**src/rtl/dmem_stream_reader_if.sv**
```systemverilog
// Memory read port and output stream of the data-memory stream reader.
// The master side is the reader; the slave side is the memory plus the sink.
interface dmem_stream_reader_if #(
  parameter int N = 32
);
  logic         mem_read_en;
  logic [N-1:0] mem_address;
  logic [N-1:0] mem_read_data;
  logic         out_valid;
  logic         out_ready;
  logic [N-1:0] out_data;
  logic         out_last;

  modport master (
    output mem_read_en, mem_address, out_valid, out_data, out_last,
    input  mem_read_data, out_ready
  );

  modport slave (
    input  mem_read_en, mem_address, out_valid, out_data, out_last,
    output mem_read_data, out_ready
  );
endinterface

```
**src/rtl/dmem_stream_reader.sv**
```systemverilog
// Read-side DMA: range-checks a (base, count) request, then issues sequential reads
// across the four data-memory banks and streams the words through a 2-entry FIFO.
module dmem_stream_reader #(
  parameter int N         = 32,
  parameter int ADDR_STEP = 1,
  parameter int MAX_BANK  = 3
) (
  input  logic                  clk,
  input  logic                  rst,
  input  logic                  start,
  input  logic [N-1:0]          base_addr,
  input  logic [15:0]           word_count,
  output logic                  busy,
  output logic                  done,
  output logic                  range_error,
  dmem_stream_reader_if.master  bus
);

  typedef enum logic [1:0] {S_IDLE, S_CHECK, S_READ, S_DRAIN} state_t;

  state_t       state_q, state_d;
  logic [N-1:0] addr_q, addr_d;
  logic [15:0]  issue_q, issue_d;
  logic         inflight_q, inflight_d;
  logic         inflight_last_q, inflight_last_d;
  logic         wr_ptr_q, wr_ptr_d;
  logic         rd_ptr_q, rd_ptr_d;
  logic [1:0]   occ_q, occ_d;
  logic         busy_q, busy_d;
  logic         done_q, done_d;
  logic         rerr_q, rerr_d;

  logic [N-1:0] fifo_data_q [2];
  logic         fifo_last_q [2];

  logic [N+15:0] end_addr;
  logic          bad_range;
  logic          push, pop, rd_en, head_last;
  logic [2:0]    credit;

  // End address is formed 16 bits wider than the address so a wrap past 2^N is seen.
  assign end_addr  = (N+16)'(addr_q) + (N+16)'(issue_q - 16'd1) * (N+16)'(ADDR_STEP);
  assign bad_range = (|end_addr[N+15:N]) || (end_addr[N-1:16] > (N-16)'(MAX_BANK));

  assign push      = inflight_q;
  assign bus.out_valid = (occ_q != 2'd0);
  assign pop       = bus.out_valid && bus.out_ready;
  assign head_last = fifo_last_q[rd_ptr_q];

  // Entries still owed to the FIFO once this cycle's pop retires; a new read adds one.
  assign credit = {1'b0, occ_q} + {2'b00, inflight_q} - {2'b00, pop};
  assign rd_en  = (state_q == S_READ) && (issue_q != 16'd0) && (credit < 3'd2);

  assign bus.mem_read_en = rd_en;
  assign bus.mem_address = addr_q;
  assign bus.out_data    = bus.out_valid ? fifo_data_q[rd_ptr_q] : '0;
  assign bus.out_last    = bus.out_valid && head_last;

  assign busy        = busy_q;
  assign done        = done_q;
  assign range_error = rerr_q;

  always_comb begin
    state_d         = state_q;
    addr_d          = addr_q;
    issue_d         = issue_q;
    done_d          = 1'b0;
    rerr_d          = 1'b0;
    inflight_d      = rd_en;
    inflight_last_d = rd_en && (issue_q == 16'd1);
    wr_ptr_d        = push ? ~wr_ptr_q : wr_ptr_q;
    rd_ptr_d        = pop  ? ~rd_ptr_q : rd_ptr_q;
    occ_d           = occ_q + 2'(push) - 2'(pop);

    case (state_q)
      S_IDLE: begin
        if (start) begin
          addr_d  = base_addr;
          issue_d = word_count;
          state_d = S_CHECK;
        end
      end
      S_CHECK: begin
        if (issue_q == 16'd0) begin
          done_d  = 1'b1;
          state_d = S_IDLE;
        end else if (bad_range) begin
          rerr_d  = 1'b1;
          state_d = S_IDLE;
        end else begin
          state_d = S_READ;
        end
      end
      S_READ: begin
        if (rd_en) begin
          addr_d  = addr_q + N'(ADDR_STEP);
          issue_d = issue_q - 16'd1;
          if (issue_q == 16'd1) state_d = S_DRAIN;
        end
      end
      S_DRAIN: begin
        // Popping the tagged word means every read has been issued and delivered.
        if (pop && head_last) begin
          done_d  = 1'b1;
          state_d = S_IDLE;
        end
      end
      default: state_d = S_IDLE;
    endcase

    busy_d = (state_d != S_IDLE);
  end

  always_ff @(posedge clk or posedge rst) begin
    if (rst) begin
      state_q         <= S_IDLE;
      addr_q          <= '0;
      issue_q         <= '0;
      inflight_q      <= 1'b0;
      inflight_last_q <= 1'b0;
      wr_ptr_q        <= 1'b0;
      rd_ptr_q        <= 1'b0;
      occ_q           <= 2'd0;
      busy_q          <= 1'b0;
      done_q          <= 1'b0;
      rerr_q          <= 1'b0;
    end else begin
      state_q         <= state_d;
      addr_q          <= addr_d;
      issue_q         <= issue_d;
      inflight_q      <= inflight_d;
      inflight_last_q <= inflight_last_d;
      wr_ptr_q        <= wr_ptr_d;
      rd_ptr_q        <= rd_ptr_d;
      occ_q           <= occ_d;
      busy_q          <= busy_d;
      done_q          <= done_d;
      rerr_q          <= rerr_d;
    end
  end

  // FIFO storage carries no reset; out_data is masked by out_valid instead.
  always_ff @(posedge clk) begin
    if (push) begin
      fifo_data_q[wr_ptr_q] <= bus.mem_read_data;
      fifo_last_q[wr_ptr_q] <= inflight_last_q;
    end
  end

endmodule
```
**src/flat_wrapper.sv**
```systemverilog
// flat-port wrapper written by rule: the top's interface ports become plain ports
module dmem_stream_reader_flat 
#(
  parameter int N         = 32,
  parameter int ADDR_STEP = 1,
  parameter int MAX_BANK  = 3
)
  (clk, rst, start, base_addr, word_count, busy, done, range_error, bus_mem_read_en, bus_mem_address, bus_out_valid, bus_out_data, bus_out_last, bus_mem_read_data, bus_out_ready);
  dmem_stream_reader_if #(.N(N)) bus_i ();
  input  logic clk;
  input  logic rst;
  input  logic start;
  input  logic [N-1:0] base_addr;
  input  logic [15:0] word_count;
  output logic busy;
  output logic done;
  output logic range_error;
  output wire logic [$bits(bus_i.mem_read_en)-1:0] bus_mem_read_en;
  output wire logic [$bits(bus_i.mem_address)-1:0] bus_mem_address;
  output wire logic [$bits(bus_i.out_valid)-1:0] bus_out_valid;
  output wire logic [$bits(bus_i.out_data)-1:0] bus_out_data;
  output wire logic [$bits(bus_i.out_last)-1:0] bus_out_last;
  input wire logic [$bits(bus_i.mem_read_data)-1:0] bus_mem_read_data;
  input wire logic [$bits(bus_i.out_ready)-1:0] bus_out_ready;
  assign bus_mem_read_en = bus_i.mem_read_en;
  assign bus_mem_address = bus_i.mem_address;
  assign bus_out_valid = bus_i.out_valid;
  assign bus_out_data = bus_i.out_data;
  assign bus_out_last = bus_i.out_last;
  assign bus_i.mem_read_data = bus_mem_read_data;
  assign bus_i.out_ready = bus_out_ready;
  dmem_stream_reader #(.N(N), .ADDR_STEP(ADDR_STEP), .MAX_BANK(MAX_BANK)) u_core (.clk(clk), .rst(rst), .start(start), .base_addr(base_addr), .word_count(word_count), .busy(busy), .done(done), .range_error(range_error), .bus(bus_i));
endmodule
```
**config.mk**
```make
export PLATFORM = sky130hd
export DESIGN_NAME = dmem_stream_reader_flat
export DESIGN_NICKNAME = d
export VERILOG_FILES = /design/src/rtl/dmem_stream_reader_if.sv /design/src/rtl/dmem_stream_reader.sv /design/src/flat_wrapper.sv
export SDC_FILE = /design/constraint.sdc
export NUM_CORES = 1
export LEC_CHECK = 0
export CAP_MARGIN = 25
export CORE_MARGIN = 2
export CORE_UTILIZATION = 55
export CTS_CLUSTER_SIZE = 24
export DETAILED_ROUTE_END_ITERATION = 10
export GPL_ROUTABILITY_DRIVEN = 0
export PLACE_DENSITY = 0.84
export SYNTH_ARGS = -nofsm -noshare
export SYNTH_HDL_FRONTEND = slang
export SYNTH_SLANG_ARGS = --single-unit
```
**constraint.sdc**
```tcl
create_clock -name clk -period 10.4 [get_ports clk]
set_input_delay 2.6 -clock clk [delete_from_list [all_inputs] [get_ports clk]]
set_output_delay 2.6 -clock clk [all_outputs]
set_load 0.1 [all_outputs]
```
==> impl_metrics.ini, run 1 <==
[run_status]
outcome = complete, no violations

[timing]
fin_ws_ps = 1440
holdWs_ps = 447
finalHoldViolations = 0
finalCritPeriodShare_pct = 86.2
rsz0062_at_grt = no
skew_ps = 16.9
fmax_ghz = 0.112
slew_viol_final = 0
fin_setup_tns_ps = 0
finalSetupViolCount = 0
slew_headroom_pct = 32.1
tightest_slew_ps = 1020
period_minus_slack_ps = 8960

[placement]
hpwl_mm = 14.0
io_buffer_count = 153
place_area_um2 = 9350
post-place-ws_ps = 1440

[global_route]
grt_pass1_wl_mm = 31.8
grt_max_degree = 83
antenna_found_initial = 0
grt.total_usage_pct = 27.2
grt_pass1_vias = 6495
grt_remaining_overflow = 0

[yosys]
ys_types = 62
synthArstFlopShare_pct = 47.2
yosysSeqAreaShare_pct = 45.1
synth_nets = 952
ys_ff_latch = 125
ys.flop_type = edfxtp_1
yosysWarnings = 0
synth_area_um2 = 7670
synthesis.instances = 830
syn_area_per_cell_um2 = 9.24
synth_edf_count = 66

[finish]
postLayoutCellArea_um2 = 9890
drive_above_1_share_pct = 5.59
syn_to_final_growth_pct = 29.0
nets = 1093
antenna_cells = 0

[floorplanning]
io_pins = 154
fp.coreArea_um2 = 13800
die_h_um = 122
die_w_um = 122
die_area_um2 = 14900
std_cell_rows = 43
start_util_pct = 55.7

[critical_path]
cp_max_fo = 5
cp_slowest_cell = clkdlybuf4s50_1
worst_path_most_repeated_cell = inv_1
crit_start = bus_out_ready
timing.rr.start = u_core.issue_q[0]
end_kind = output pin
criticalPathCategory = in2out
worstPathCellList = clkdlybuf4s50_1 > and2_1 > ha_1 > inv_1 > ha_1 > inv_1 > fa_1 > inv_1 > nor4_1 > clkdlybuf4s50_1
cp_slowest_stage_delay_ps = 1290
crit_arrival_ps = 6360
required_ps = 7800
cp-start-kind = input pin

[clocking]
cts_num_sinks = 125
cts_resized = 0
post_cts_buffers = 0
cts_buffers = 17
cts-htree-levels = 4
cts_root_buf = clkbuf_16
clk_pin_slew_ps = 60
clockBufferDepth = 2
cts_hold_buf = 0
cts_tree = yes
clock_latency_ps = 430

[route]
drt-total-wl_mm = 20.0
vias = 7002
dr.pass1.iters = 6
viasPerCell = 6.02
first_iter_violations = 637
drc = 0
drt.antenna.violating_nets = 0
wl_per_cell_um = 17.2

[hold_path]
hold_class = reg2reg
hp-start = u_core.inflight_last_q

[job]
drv_cap = 0
==> synthesized netlist by cell type, drive strengths merged (20+ instances only) <==
library cell	count	area [µm²]
a21oi	96	480
clkbuf	34	128
dfrtp	59	1480
edfxtp	66	1980
ha	37	463
inv	25	93.8
mux2i	46	460
nand2	90	338
nand3	24	120
nor2	91	342
nor3	20	110
o21ai	61	305
==> worst max-delay path, delay by kind of cell <==
kind                     cells  cell delay, ps
buffers and inverters        5            1890
adder cells (fa/ha/maj)      3             910
AND/OR/NAND/NOR              2             960
==> layout make-up <==
class / count / area, µm²
fill: 1041 / 3880
sequential: 125 / 3460
clock inverter: 15 / 113
inverter: 25 / 93.8
timing repair buffer: 163 / 1610
multi-input combinational: 639 / 3970
clock buffer: 17 / 425
tap: 180 / 225
==> stage by stage <==
stage,std cells,util [%]
2_1_floorplan,830,-
3_3_place_gp,1132,67.9
6_report,1164,71.8
5_1_grt,1164,71.8
3_5_place_dp,1132,67.9
4_1_cts,1164,71.8
==> layout by cell type, fill, tap and decap left out, types with 10 or more instances in the layout <==
cell	instances
clkdlybuf4s50_1	153
a21oi_1	96
nand2_1	90
nor2_1	88
edfxtp_1	66
dfrtp_1	58
o21ai_0	47
mux2i_1	46
ha_1	37
inv_1	24
nand3_1	24
nor3_1	18
nand4_1	18
clkbuf_16	17
o22ai_1	16
o21ai_1	14
and3_1	11
xor2_1	10
xnor2_1	10
buf_4	10
==> cells by family (layout without fill, tap and decap cells) <==
logic type | Yosys count | after routing | share of synthesized area, %
xor+xnor | 20 | 20 | 2.28
compound gates | 234 | 234 | 18.1
mux | 46 | 46 | 6.01
flops | 125 | 125 | 45.1
buf+inv | 66 | 220 | 3.35
simple gates | 301 | 301 | 18.8
fa+ha+maj | 38 | 38 | 6.30
==> final timing paths <==
path | slack, ps | end | depth (start not counted)
min | 450 | u_core.fifo_last_q[0] | 0
min in group asynchronous | 2730 | u_core.issue_q[6] | 3
min reg2reg | 450 | u_core.fifo_last_q[0] | 0
max in group asynchronous | 7110 | u_core.rd_ptr_q | 3
max reg2reg | 5020 | u_core.range_error | 17
max | 1440 | bus_mem_read_en | 10
==> state kept, by name, indices dropped and copies added, names as in the netlist <==
signal                  count
u_core.wr_ptr_q             1
u_core.fifo_data_q         64
u_core.busy                 1
u_core.range_error          1
u_core.rd_ptr_q             1
u_core.fifo_last_q          2
u_core.issue_q             16
u_core.occ_q                2
u_core.done                 1
u_core.inflight_q           1
u_core.inflight_last_q      1
u_core.state_q              2
u_core.bus.mem_address     32
==> routing by layer <==
layer	GRT usage (%)	vias up	share of wire, %
met5	0	-	0
met4	10.4	0	2.7
met3	6.69	49	8.5
met2	43.1	322	46
met1	36.4	3259	43
li1	-	3372	-
Power of run 1 is not shown: default switching activity piles up to over one toggle a cycle in this logic, so the estimate is an artifact.
==> inputs of run 2 (changes only) <==
Settings changed: PLACE_DENSITY 0.84 to 0.85.
==> impl_metrics.ini, run 2 (synthesized netlist as in run 1, its figures left out) <==
[run_status]
outcome = complete, no violations

[finish]
syn_to_final_growth_pct = 29.5
top_register = u_core.fifo_data_q
largest_register_ffs = 64
layout_commonest_cell = clkdlybuf4s50_1
nets = 1094
antenna_cells = 0
fin_util_pct = 72.1
drive_above_1_share_pct = 5.69
final_cell_mix = clkdlybuf4s50_1 (153), a21oi_1 (96), nand2_1 (90)

[critical_path]
cp_slowest_cell = clkdlybuf4s50_1
cp_max_fo = 4
timing.rr.start = u_core.issue_q[0]
cp-start-kind = input pin
cp_slowest_stage_delay_ps = 1170
path_delay_family = buffers and inverters
reg2reg_to = u_core.range_error
worst_path_most_repeated_cell = inv_1
criticalPathCategory = in2out
rrSetupSlack_ps = 5170
crit_arrival_ps = 6060
end_kind = output pin
cp_num_buf_inv = 6
rr_worst_depth = 17
required_ps = 7800
worstPathCellList = clkdlybuf4s50_1 > and2_1 > ha_1 > inv_1 > ha_1 > inv_1 > fa_1 > inv_1 > nor4_1 > clkbuf_2 > clkdlybuf4s50_1

[route]
viasPerCell = 6.06
dr.pass1.iters = 5
first_iter_violations = 761
wl_per_cell_um = 17.4
vias = 7057
drt-total-wl_mm = 20.3
wl_met1_mm = 8.94
topRoutingLayerUsed = met4
drt.antenna.violating_nets = 0
wl_met3_mm = 1.60
drc = 0
met2_length_mm = 9.44

[global_route]
grt_pass1_vias = 6666
grt_remaining_overflow = 0
grt_pass1_wl_mm = 33.0
antenna_found_initial = 0
grt.total_usage_pct = 28.2
grt_max_degree = 83

[clocking]
cts_tree = yes
cts-htree-levels = 4
cts_hold_buf = 0
cts_buffers = 17
clockBufferDepth = 2
clock_latency_ps = 420
clk_pin_slew_ps = 60
cts_root_buf = clkbuf_16
cts_resized = 0
post_cts_buffers = 0
cts_num_sinks = 125

[timing]
skew_ps = 9.42
rsz0062_at_grt = no
slew_headroom_pct = 30.9
tightest_slew_ps = 1030
fmax_ghz = 0.115
finalHoldViolations = 0
slew_viol_final = 0
period_minus_slack_ps = 8660
finalSetupViolCount = 0
finalCritPeriodShare_pct = 83.3
fin_setup_tns_ps = 0

[placement]
io_buffer_count = 153
hpwl_mm = 14.1

[hold_path]
hold_path_end = u_core.fifo_last_q[1]
hold_class = reg2reg
hold_path_depth = 0
hp-start = u_core.inflight_last_q

[floorplanning]
die_w_um = 122
die_area_um2 = 14900
fp.coreArea_um2 = 13800
std_cell_rows = 43
io_pins = 154
start_util_pct = 55.7
die_h_um = 122

[job]
drv_cap = 0
==> run 2: changes by cell type in the layout (fill, tap and decap cells not counted), moves of 2 or more <==
cell,previous run,this run
clkbuf_1,0,2
clkinv_4,3,5
clkinv_1,3,1
inv_6,5,2
==> run 2: metal layers <==
metal | track usage, % | up-vias
met3 | 5.81 | 34
met1 | 39.3 | 3349
li1 | - | 3360
met4 | 8.69 | 0
met5 | 0 | -
met2 | 44.6 | 314
==> run 2: cell type report <==
cell class                      count  area, µm²
Tap cell                          180        225
Clock buffer                       19        433
Timing Repair Buffer              164       1620
Inverter                           25       93.8
Multi-Input combinational cell    639       3970
Sequential cell                   125       3460
Clock inverter                     13        120
Fill cell                         993       3850
==> run 2: worst max-delay path by stage <==
stage	cells past startpoint	slack, ps	start	endpoint
3_5_place_dp	10	1350	bus_out_ready	bus_mem_read_en
3_3_place_gp	10	1450	bus_out_ready	bus_mem_read_en
5_1_grt	11	1610	bus_out_ready	bus_mem_read_en
2_1_floorplan	8	910	bus_out_ready	bus_mem_read_en
4_1_cts	10	1290	bus_out_ready	bus_mem_read_en
6_report	11	1740	bus_out_ready	bus_mem_read_en
==> run 2: stage by stage <==
| step | instance area [µm²] | worst slack (ps) | cells | hold WS, ps |
|---|---|---|---|---|
| global route | 9930 | 1610 | 1165 | 476 |
| finish | 9930 | 1740 | 1165 | 441 |
| detailed placement | 9350 | 1350 | 1131 | 430 |
| CTS | 9900 | 1290 | 1163 | 444 |
| global placement | 9350 | 1450 | 1131 | 421 |
| floorplan | 7670 | 915 | 830 | 420 |
Power of run 2 is left out for the same reason.
